--- src/rtl/hex_byte_history.sv ---
// hex_byte_history: keeps the last DEPTH bytes of a valid/ready byte stream and
// presents them as registered nibbles with per-digit blank flags for a bank of
// seven-segment decoders. The newest byte can blink to mark fresh input.
module hex_byte_history #(
  parameter int DEPTH        = 3,
  parameter int BLINK_CYCLES = 25000000
) (
  input  logic                         clk,
  input  logic                         reset,
  input  logic                         in_valid,
  input  logic [7:0]                   in_data,
  output logic                         in_ready,
  input  logic                         freeze,
  input  logic                         clear,
  input  logic                         blink_en,
  output logic [8*DEPTH-1:0]           digits,
  output logic [2*DEPTH-1:0]           digit_blank,
  output logic [$clog2(DEPTH+1)-1:0]   byte_count
);

  localparam int CW = $clog2(DEPTH + 1);
  localparam int TW = (BLINK_CYCLES > 1) ? $clog2(BLINK_CYCLES) : 1;
  localparam logic [TW-1:0] TMR_LAST  = TW'(BLINK_CYCLES - 1);
  localparam logic [CW-1:0] COUNT_MAX = CW'(DEPTH);

  // History entry 0 is the newest byte; entries at or beyond the count stay zero
  // because every flush zeroes them and shifting only ever moves data upward.
  logic [DEPTH-1:0][7:0] hist_r, hist_nxt;
  logic [CW-1:0]         count_r, count_nxt;
  logic [TW-1:0]         tmr_r, tmr_nxt;
  logic                  hidden_r, hidden_nxt;
  logic [2*DEPTH-1:0]    blank_r, blank_nxt;
  logic                  accept;

  assign in_ready    = ~freeze & ~clear;
  assign accept      = in_valid & in_ready;
  assign digits      = hist_r;
  assign byte_count  = count_r;
  assign digit_blank = blank_r;

  // Next-state selection with priority clear > freeze > accept > blink tick.
  always_comb begin
    hist_nxt   = hist_r;
    count_nxt  = count_r;
    tmr_nxt    = tmr_r;
    hidden_nxt = hidden_r;
    if (clear) begin
      hist_nxt   = '{default: 8'h00};
      count_nxt  = {CW{1'b0}};
      tmr_nxt    = {TW{1'b0}};
      hidden_nxt = 1'b0;
    end else if (freeze) begin
      hist_nxt   = hist_r;
    end else if (accept) begin
      hist_nxt[0] = in_data;
      for (int k = 1; k < DEPTH; k++) begin
        hist_nxt[k] = hist_r[k-1];
      end
      if (count_r == COUNT_MAX) begin
        count_nxt = count_r;
      end else begin
        count_nxt = count_r + CW'(1);
      end
      // Fresh byte always starts a full visible half-period.
      tmr_nxt    = {TW{1'b0}};
      hidden_nxt = 1'b0;
    end else begin
      if (tmr_r == TMR_LAST) begin
        tmr_nxt    = {TW{1'b0}};
        hidden_nxt = ~hidden_r;
      end else begin
        tmr_nxt    = tmr_r + TW'(1);
        hidden_nxt = hidden_r;
      end
    end
  end

  // Blank flags derived from the post-edge count and phase so they line up with digits.
  always_comb begin
    blank_nxt = {(2*DEPTH){1'b1}};
    for (int k = 0; k < DEPTH; k++) begin
      if (CW'(k) >= count_nxt) begin
        blank_nxt[2*k +: 2] = 2'b11;
      end else begin
        blank_nxt[2*k +: 2] = 2'b00;
      end
    end
    if (blink_en && (count_nxt != {CW{1'b0}}) && hidden_nxt) begin
      blank_nxt[1:0] = 2'b11;
    end else begin
      blank_nxt[1:0] = blank_nxt[1:0];
    end
  end

  // State and output registers; reset overrides everything else.
  always_ff @(posedge clk) begin
    if (reset) begin
      hist_r   <= '{default: 8'h00};
      count_r  <= {CW{1'b0}};
      tmr_r    <= {TW{1'b0}};
      hidden_r <= 1'b0;
      blank_r  <= {(2*DEPTH){1'b1}};
    end else begin
      hist_r   <= hist_nxt;
      count_r  <= count_nxt;
      tmr_r    <= tmr_nxt;
      hidden_r <= hidden_nxt;
      blank_r  <= blank_nxt;
    end
  end

endmodule

--- config.mk ---
export PLATFORM = sky130hd
export DESIGN_NAME = hex_byte_history
export DESIGN_NICKNAME = d
export VERILOG_FILES = /design/src/rtl/hex_byte_history.sv
export SDC_FILE = /design/constraint.sdc
export NUM_CORES = 1
export LEC_CHECK = 0
export BUFFER_PORTS_ARGS = -buffer_cell sky130_fd_sc_hd__buf_4
export CORE_MARGIN = 10
export CORE_UTILIZATION = 31
export CTS_CLUSTER_SIZE = 16
export DETAILED_ROUTE_END_ITERATION = 7
export GPL_ROUTABILITY_DRIVEN = 0
export GPL_TIMING_DRIVEN = 0
export HOLD_SLACK_MARGIN = 0.03
export SLEW_MARGIN = 20
export SYNTH_ARGS = -nofsm -noshare
export SYNTH_HDL_FRONTEND = slang
export SYNTH_SLANG_ARGS = --single-unit
--- constraint.sdc ---
create_clock -name clk -period 2.4 [get_ports clk]
set_input_delay 0.48 -clock clk [delete_from_list [all_inputs] [get_ports clk]]
set_output_delay 0.48 -clock clk [all_outputs]
set_load 0.02 [all_outputs]
# ---- Yosys cells after proc, flatten, opt, wreduce, memory -nomap -nowiden
# Cells that the tools add are included.
dict set report totals {
  register_bits 58
  wordCells 39
  inputBits 14
  output_inout_bits 33
}
dict set report op_classes {
  n_mux 13
  n_eq_ne 2
  reduce_logical 6
  bitwise_logic 5
  order_cmp 3
  n_addsub 2
}
# op n
set ops {}
lappend ops {{$mux 25} 2}
lappend ops {{$add 25x1->25 const B} 1}
lappend ops {{$eq 25x25->1 const B} 1}
lappend ops {{$mux 2} 7}
lappend ops {{$ge 1x2->1 const A} 2}
lappend ops {{$mux 1} 4}
lappend ops {{$reduce_or 2->1} 2}
lappend ops {{$not 1->1} 3}
lappend ops {{$add 2x1->2 const B} 1}
lappend ops {{$and 1x1->1} 2}
lappend ops {{$eq 2x2->1 const B} 1}
lappend ops {{$ge 2x2->1 const A} 1}
lappend ops {{$logic_and 1x1->1} 2}
lappend ops {{$reduce_and 2->1} 1}
lappend ops {{$reduce_bool 2->1} 1}

# ---- Longest topological paths before layout
# Gate-level depths: netlist (run 1).
dict set report logic_depth {
  ltp_word 10
  mapped_depth 7
  depth_no_buf 5
}

# ---- Worst setup path before layout (run 1)
# No wires, ideal clock.
dict set report synth_timing {
  path_kind {input-to-reg}
  startpoint {input port freeze}
  endpoint {register tmr_r[17]}
  required_time_ps 2285
  cell_stages 6
  setup_slack_ps 517
  setup_ps 115
  t_arrival_ps 1768
  path_buffers 2
  path_cell_list {clkbuf_1 > and4b_1 > clkbuf_1 > nand3_1 > o31a_1 > o21ba_2}
}
dict set report synth_between {
  elab_chain_len 4
}
# element line_no
set synth_rtl {}
lappend synth_rtl {{from (decl)} 13} ;# input logic freeze,
lappend synth_rtl {{$not 1->1 (no source line)} -}
lappend synth_rtl {{$and 1x1->1} 35} ;# assign in_ready = ~freeze & ~clear;
lappend synth_rtl {{$and 1x1->1} 36} ;# assign accept = in_valid & in_ready;
lappend synth_rtl {{$mux 25} 54} ;# end else if (accept) begin
lappend synth_rtl {{to (signal assigned)} 100} ;# tmr_r <= {TW{1'b0}};
lappend synth_rtl {{to (signal assigned)} 106} ;# tmr_r <= tmr_nxt;
lappend synth_rtl {{to (decl)} 30} ;# logic [TW-1:0] tmr_r, tmr_nxt;
# Several ways; a longest one is shown, not always the timed one.
# A chain may end at the register's enable or synchronous reset.

# ---- Worst setup path in the final report (run 1)
dict set report layout_timing {
  startpoint {register tmr_r[0]}
  endpoint {register tmr_r[24]}
}
dict set report layout_between {
  elab_chain_len 3
  word_cells_on_any_way 4
  classes_between {add/sub (1); eq/ne (1); mux (2)}
}
# element line_no
set layout_rtl {}
lappend layout_rtl {{$add 25x1->25 or $eq 25x25->1 (tied branches)} {72, 68}}
lappend layout_rtl {{$mux 25 *} 68} ;# if (tmr_r == TMR_LAST) begin
lappend layout_rtl {{$mux 25 *} 54}
# Every way passes the cells marked *; elsewhere a longest branch is shown, timed or not.

==> metrics.md, run 1 <==
| Metric | Value |
|---|---|
| Detailed-route vias per instance | 4.811 |
| Final worst path period share | 90.37% |
| Dpl cell area | 2808 um^2 |
| Setup crit start kind | register |
| Period minus WS final | 2169 ps |
| Row cnt | 31 |
| Initial antenna violation count | 0 |
| CTS HTree Levels | 2 |
| Aggregate global-route resource usage | 9.831% |
| CP Capture Type | register |
| Max VDD drop | 234.9 uV |
| DP Wirelength | 4.309 mm |
| Worst Hold Class | in2reg |
| Final setup TNS | 0 ps |
| Drt first pass iters | 4 |
| Compound-Gate Fraction of Synth Area | 14.08% |
| Post-route cell area | 2908 um^2 |
| Gr ovfl total | 0 |
| Slew @ Worst Pin | 687.9 ps |
| Final Slew Violations | 0 |
| Kind of critical path | reg2reg |
| CTS Buf Count | 5 |
| Crit path DAT | 2410 ps |
| Max Freq | 0.4611 GHz |
| Vias in the first global route | 1981 |
| # IOs | 47 |
| Adder-Cell Fraction of Synth Area | 0.5333% |
| Yosys cell types | 44 |
| Synthesis-stage register bit count | 55 |
| Hold-fix buffer count after cts | 0 |
| Status | finished clean |
| Pleak | 0.9481 nW |
| Synthesis-to-finish area growth | 23.95% |
| Mapped Cells | 286 |
| Simple-gate portion of the synthesized area | 29.55% |
| Nets | 353 |
| Die X | 107.0 um |
| Fin. Hold Viols | 0 |
| Post-Route WL | 5.786 mm |
| Unrepaired setup endpoints after global routing | no |
| Combinational family with the most area after synthesis | simple AND/OR/NAND/NOR gates |
| Core Region | 7292 um^2 |
| CP max FO | 9 |
| Later-pin clock latency in the skew report | 310 ps |
| Max-Cap Viols | 0 |
| DRC viols | 0 |
| Final Setup Violations | 0 |
| Sink Count | 55 |
| Synth Cell Area | 2346 um^2 |
| Critical path required time | 2640 ps |
| PwrDens | 522.6 nW/um^2 |
| Total Power | 1.520 mW |
| Hold slack final | 374.4 ps |
| Antenna violation net count after detailed routing | 0 |
| YS warnings | 0 |
| Worst slew margin | 53.65% |
| CTS tree | done |
| Die span in y | 107.0 um |
| First-pass GRT wire length | 9.459 mm |
| Post-synthesis mux area share | 0% |
| Xor and xnor area share after synthesis | 4.107% |
| Largest net degree at the start of global routing | 19 |
| CTS Buffer Depth | 2 |
| Register area share after synthesis | 46.93% |
| Per-cell routed wire length | 13.21 um |
| Die Footprint | 11450 um^2 |
| Port buffer count | 45 |
| Syn Area/Cell | 8.203 um^2 |
| Clk slew on worst S/H paths | 100 ps |
| Layout cells sized above 1 | 20.06% |
| Antenna diodes | 0 |
| DR iter-0 viols | 67 |
| Syn nets | 301 |
| Vias | 2107 |
| Root Driver | clkbuf_8 |
| Initial Util | 32.17% |
| Worst Skew | 11.70 ps |
-- layout make-up --
type	instances	area [um^2]
plain buffers	19	93.84
fillers	769	4384
flip-flops and latches	55	1101
repair buffers	45	337.8
clock buffers	5	68.82
clock inverters	3	23.77
well taps	99	123.9
multi-input cells	207	1140
inverters	5	18.77
-- per-layer routing --
metal,part of all wire (%),vias up,global-route usage [%]
met1,46,962,11.76
li1,-,1102,-
met5,0,-,0
met2,46,39,15.89
met4,0.55,0,2.515
met3,6.8,4,4.132
-- cell usage after synthesis, drive strengths merged --
cell / count / area share (%)
or3: 6 / 1.6
o22ai: 2 / 0.53
o221ai: 1 / 0.37
buf: 8 / 2.2
nand2b: 1 / 0.27
or4: 7 / 2.4
nor4: 5 / 1.3
o21ba: 1 / 0.43
or2: 1 / 0.27
and3b: 1 / 0.37
a21oi: 38 / 8.1
a311oi: 1 / 0.37
clkbuf: 11 / 1.8
and3: 3 / 0.85
nand3: 13 / 3.0
o31a: 1 / 0.37
and4b: 1 / 0.43
dfxtp: 55 / 47
nor3: 3 / 0.64
or4b: 1 / 0.43
nand4: 10 / 2.7
nor3b: 2 / 0.85
ha: 1 / 0.53
o21ai: 7 / 1.5
and4: 1 / 0.37
nand3b: 1 / 0.32
nor2: 15 / 2.4
nand4b: 1 / 0.37
nor4b: 1 / 0.37
inv: 5 / 0.80
xor2: 6 / 2.2
xnor2: 5 / 1.9
o31ai: 6 / 1.9
nor4bb: 1 / 0.43
o21bai: 1 / 0.48
nor2b: 1 / 0.27
nand2: 62 / 9.9
-- worst paths after layout --
check | end | depth (start not counted) | from | slack, ps
max | tmr_r[24] | 6 | tmr_r[0] | 230
min | byte_count[0] | 2 | reset | 370
max reg2reg | tmr_r[24] | 6 | tmr_r[0] | 230
min reg2reg | digits[21] | 2 | digits[21] | 460
-- layout by cell type (no fill, tap or decap), types with 2 or more instances in the layout --
| cell type | instances |
|---|---|
| a21oi_1 | 38 |
| and3_1 | 2 |
| buf_2 | 3 |
| buf_4 | 48 |
| clkbuf_1 | 11 |
| clkbuf_8 | 5 |
| clkinvlp_4 | 2 |
| dfxtp_1 | 55 |
| inv_1 | 5 |
| nand2_1 | 62 |
| nand3_1 | 12 |
| nand4_1 | 10 |
| nor2_1 | 15 |
| nor3_1 | 3 |
| nor4_1 | 5 |
| o21ai_0 | 7 |
| o22ai_1 | 2 |
| o31ai_1 | 6 |
| or3_1 | 6 |
| or4_1 | 6 |
| xnor2_1 | 5 |
| xor2_1 | 6 |
-- stage by stage --
stage | utilization (%) | std cells | setup WS (ps)
finish | 39.88 | 438 | 231.2
global route | 39.88 | 438 | 8.758
CTS | 39.77 | 438 | 188.8
detailed placement | 38.50 | 430 | 53.89
global placement | 38.50 | 430 | 50.76
floorplan | - | 286 | 517.0
-- state kept, by name, indices dropped and copies added (netlist names) --
name         cells
hidden_r         1
tmr_r           25
digits          24
digit_blank      3
byte_count       2
-- where the power goes --
group          switching [mW]  total (mW)  leakage [nW]  internal (mW)
registers             0.00335       0.919         0.443          0.916
logic                  0.0464      0.0784         0.464         0.0320
clock network           0.312       0.522        0.0408          0.209
total                   0.362        1.52         0.948           1.16
-- repair_timing --
item                                    CTS  global route
gates resized for setup                   0             1
endpoints found under the setup margin    0            10
hold endpoints to repair                  0             0
setup buffers                             0             0
-- critical path, stage by stage, from the launching register on --
cell	delay (ps)
dfxtp_1	410
ha_1	240
and3b_1	170
clkbuf_1	280
nand2_1	280
or4_1	570
a21oi_1	150
-- cell families (layout without fill, tap and decap cells) --
group,Yosys count,count (layout)
simple gates,137,137
fa+ha+maj,1,1
buf+inv,24,77
xor+xnor,11,11
flops,55,55
compound gates,58,58
Power figures use the tool's default switching activity.
==> inputs of run 2 (changes only) <==
clock period = 1.9 ns   (was 2.4 ns; I/O delays follow)
==> run 2 against run 1 <==
  * Count of clock-buffer cells in the layout is the same
  * Utilization up 1.0 points
  * Critical path type unchanged
  * Critical path depth shrank 1
  * Largest cell class unchanged
==> metrics.md, run 2 (same netlist as run 1, synthesis figures left out) <==
| Metric | Value |
|---|---|
| Later-pin clock latency in the skew report | 310 ps (about the same) |
| Drt first pass iters | 4 (unchanged) |
| Row cnt | 31 (unchanged) |
| Commonest non-fill, non-tap cell in the layout | nand2_1 (unchanged) |
| First-pass GRT wire length | 9.522 mm (was 9.459 mm) |
| Final Setup Violations | 0 (unchanged) |
| Antenna diodes | 0 (unchanged) |
| Worst Skew | 11.44 ps (was 11.70 ps) |
| Int Pwr | 1.463 mW (was 1.157 mW) |
| Fin. Hold Viols | 0 (unchanged) |
| Per-cell routed wire length | 13.36 um (was 13.21 um) |
| Period minus WS final | 1839 ps (was 2169 ps) |
| CTS tree | done (unchanged) |
| Vias | 2112 (was 2107) |
| DP Wirelength | 4.309 mm (unchanged) |
| Switching Share | 24.12% (was 23.83%) |
| Die X | 107.0 um (unchanged) |
| Crit path DAT | 2090 ps (was 2410 ps) |
| Clk slew on worst S/H paths | 100 ps (about the same) |
| DR iter-0 viols | 92 (was 67) |
| DP Cell Count | 430 (unchanged) |
| Synthesis-to-finish area growth | 27.15% (was 23.95%) |
| Aggregate global-route resource usage | 9.893% (was 9.831%) |
| Number of flip-flops under the largest register name | 25 (unchanged) |
| Crit-path max cell delay | 570 ps (about the same) |
| Most frequent cells in the layout | 61 x nand2_1, 53 x buf_4, 45 x dfxtp_1 (was 62 x nand2_1, 55 x dfxtp_1, 48 x buf_4) |
| CP cell instances | nand4_1 > or4_4 > buf_6 > or4_1 > a21oi_1 (was ha_1 > and3b_1 > clkbuf_1 > nand2_1 > or4_1 > a21oi_1) |
| Critical path required time | 2150 ps (was 2640 ps) |
| Max Freq | 0.5436 GHz (was 0.4611 GHz) |
| Worst slew margin | 53.10% (was 53.65%) |
| CP max stage cell | or4_4 (was or4_1) |
| Initial antenna violation count | 0 (unchanged) |
| Clock Power Share | 34.5% (was 34.3%) |
| Post-Route WL | 5.877 mm (was 5.786 mm) |
| CTS HTree Levels | 2 (unchanged) |
| Max-Cap Viols | 0 (unchanged) |
| Non-Filler Instances | 440 (was 438) |
| PwrDens | 646.4 nW/um^2 (was 522.6 nW/um^2) |
| Worst Hold Class | in2reg (unchanged) |
| CTS Buf Count | 5 (unchanged) |
| Final Slew Violations | 0 (unchanged) |
| Hold slack final | 268.5 ps (was 374.4 ps) |
| # IOs | 47 (unchanged) |
| Layout cells sized above 1 | 26.10% (was 20.06%) |
| Port buffer count | 45 (unchanged) |
| CP max FO | 10 (was 9) |
| Antenna violation net count after detailed routing | 0 (unchanged) |
| Slew @ Worst Pin | 696.2 ps (was 687.9 ps) |
| Core Region | 7292 um^2 (unchanged) |
| Psw | 0.4650 mW (was 0.3622 mW) |
| Final worst path period share | 96.81% (was 90.37%) |
| Combinational power share | 5.5% (was 5.2%) |
| Status | finished clean (unchanged) |
| Vias in the first global route | 1998 (was 1981) |
| Gr ovfl total | 0 (unchanged) |
| CTS Buffer Depth | 2 (unchanged) |
| Max VDD drop | 295.7 uV (was 234.9 uV) |
| Detailed-route vias per instance | 4.800 (was 4.811) |
| Sink Count | 55 (unchanged) |
| CP Capture Type | register (unchanged) |
| Largest net degree at the start of global routing | 19 (unchanged) |
| Initial Util | 32.17% (unchanged) |
| Die Footprint | 11450 um^2 (unchanged) |
| Top reg by flops | tmr_r (unchanged) |
| Pleak | 0.9754 nW (was 0.9481 nW) |
| Die span in y | 107.0 um (unchanged) |
| Unrepaired setup endpoints after global routing | no (unchanged) |
| Seq pwr share | 60.1% (was 60.5%) |
| Setup crit start kind | register (unchanged) |
| Nets | 355 (was 353) |
| Root Driver | clkbuf_8 (unchanged) |
| Kind of critical path | reg2reg (unchanged) |
| DRC viols | 0 (unchanged) |
| Hold-fix buffer count after cts | 0 (unchanged) |
==> run 2: power groups by stage <==
stage / clock (mW) / combinational [mW] / sequential, mW
after floorplan: 0 / 0.0478 / 1.19
after global placement: 0 / 0.100 / 1.19
after detailed placement: 0 / 0.0998 / 1.19
after CTS: 0.679 / 0.104 / 1.16
after global routing: 0.726 / 0.117 / 1.16
final: 0.665 / 0.105 / 1.16
==> run 2: metrics by stage <==
step / utilization, % / setup TNS (ps) / instance area, um^2 / setup slack [ps] / power (mW)
final: 40.91 / 0 / 2983 / 60.54 / 1.928
after detailed placement: 38.50 / -7457 / 2808 / -346.1 / 1.288
after floorplan: - / 0 / 2346 / 117.0 / 1.240
after global placement: 38.50 / -6764 / 2808 / -349.2 / 1.288
after CTS: 40.15 / 0 / 2928 / 4.675 / 1.945
after global routing: 40.91 / 0 / 2983 / 3.634 / 2.004
==> run 2: what timing repair did <==
action                                  in CTS  in global routing
gates resized for setup                      6                 19
buffers inserted                             2                  2
pin swaps                                    1                  2
endpoints found under the setup margin      19                 21
==> run 2: per-layer routing <==
layer / vias up / GRT usage, % / part of all wire (%)
met3: 6 / 4.132 / 6.8
met1: 955 / 11.65 / 46
met2: 41 / 16.29 / 47
met5: - / 0 / 0
met4: 0 / 2.418 / 0.61
li1: 1110 / - / -
==> run 2: final cells by class <==
class                      count  area, um^2
tap                           99       123.9
buffer                        17       95.09
fill                         764        4309
inverter                       5       18.77
clock inverter                 3       23.77
sequential                    55        1119
multi-input combinational    207        1166
clock buffer                   5       68.82
timing repair buffer          49       367.9
==> run 2: critical path: cells and delay by family, from the launching register on <==
kind / cells / cell delay, ps
AOI/OAI and AO/OA: 1 / 140
and+or+nand+nor: 3 / 1090
DFF: 1 / 380
buffers and inverters: 1 / 160
==> run 2: worst paths after layout <==
check | slack, ps | endpoint | from | cells after the start
max | 60 | tmr_r[22] | tmr_r[16] | 5
max reg2reg | 60 | tmr_r[22] | tmr_r[16] | 5
min | 270 | byte_count[0] | reset | 2
min reg2reg | 460 | digits[21] | digits[21] | 2
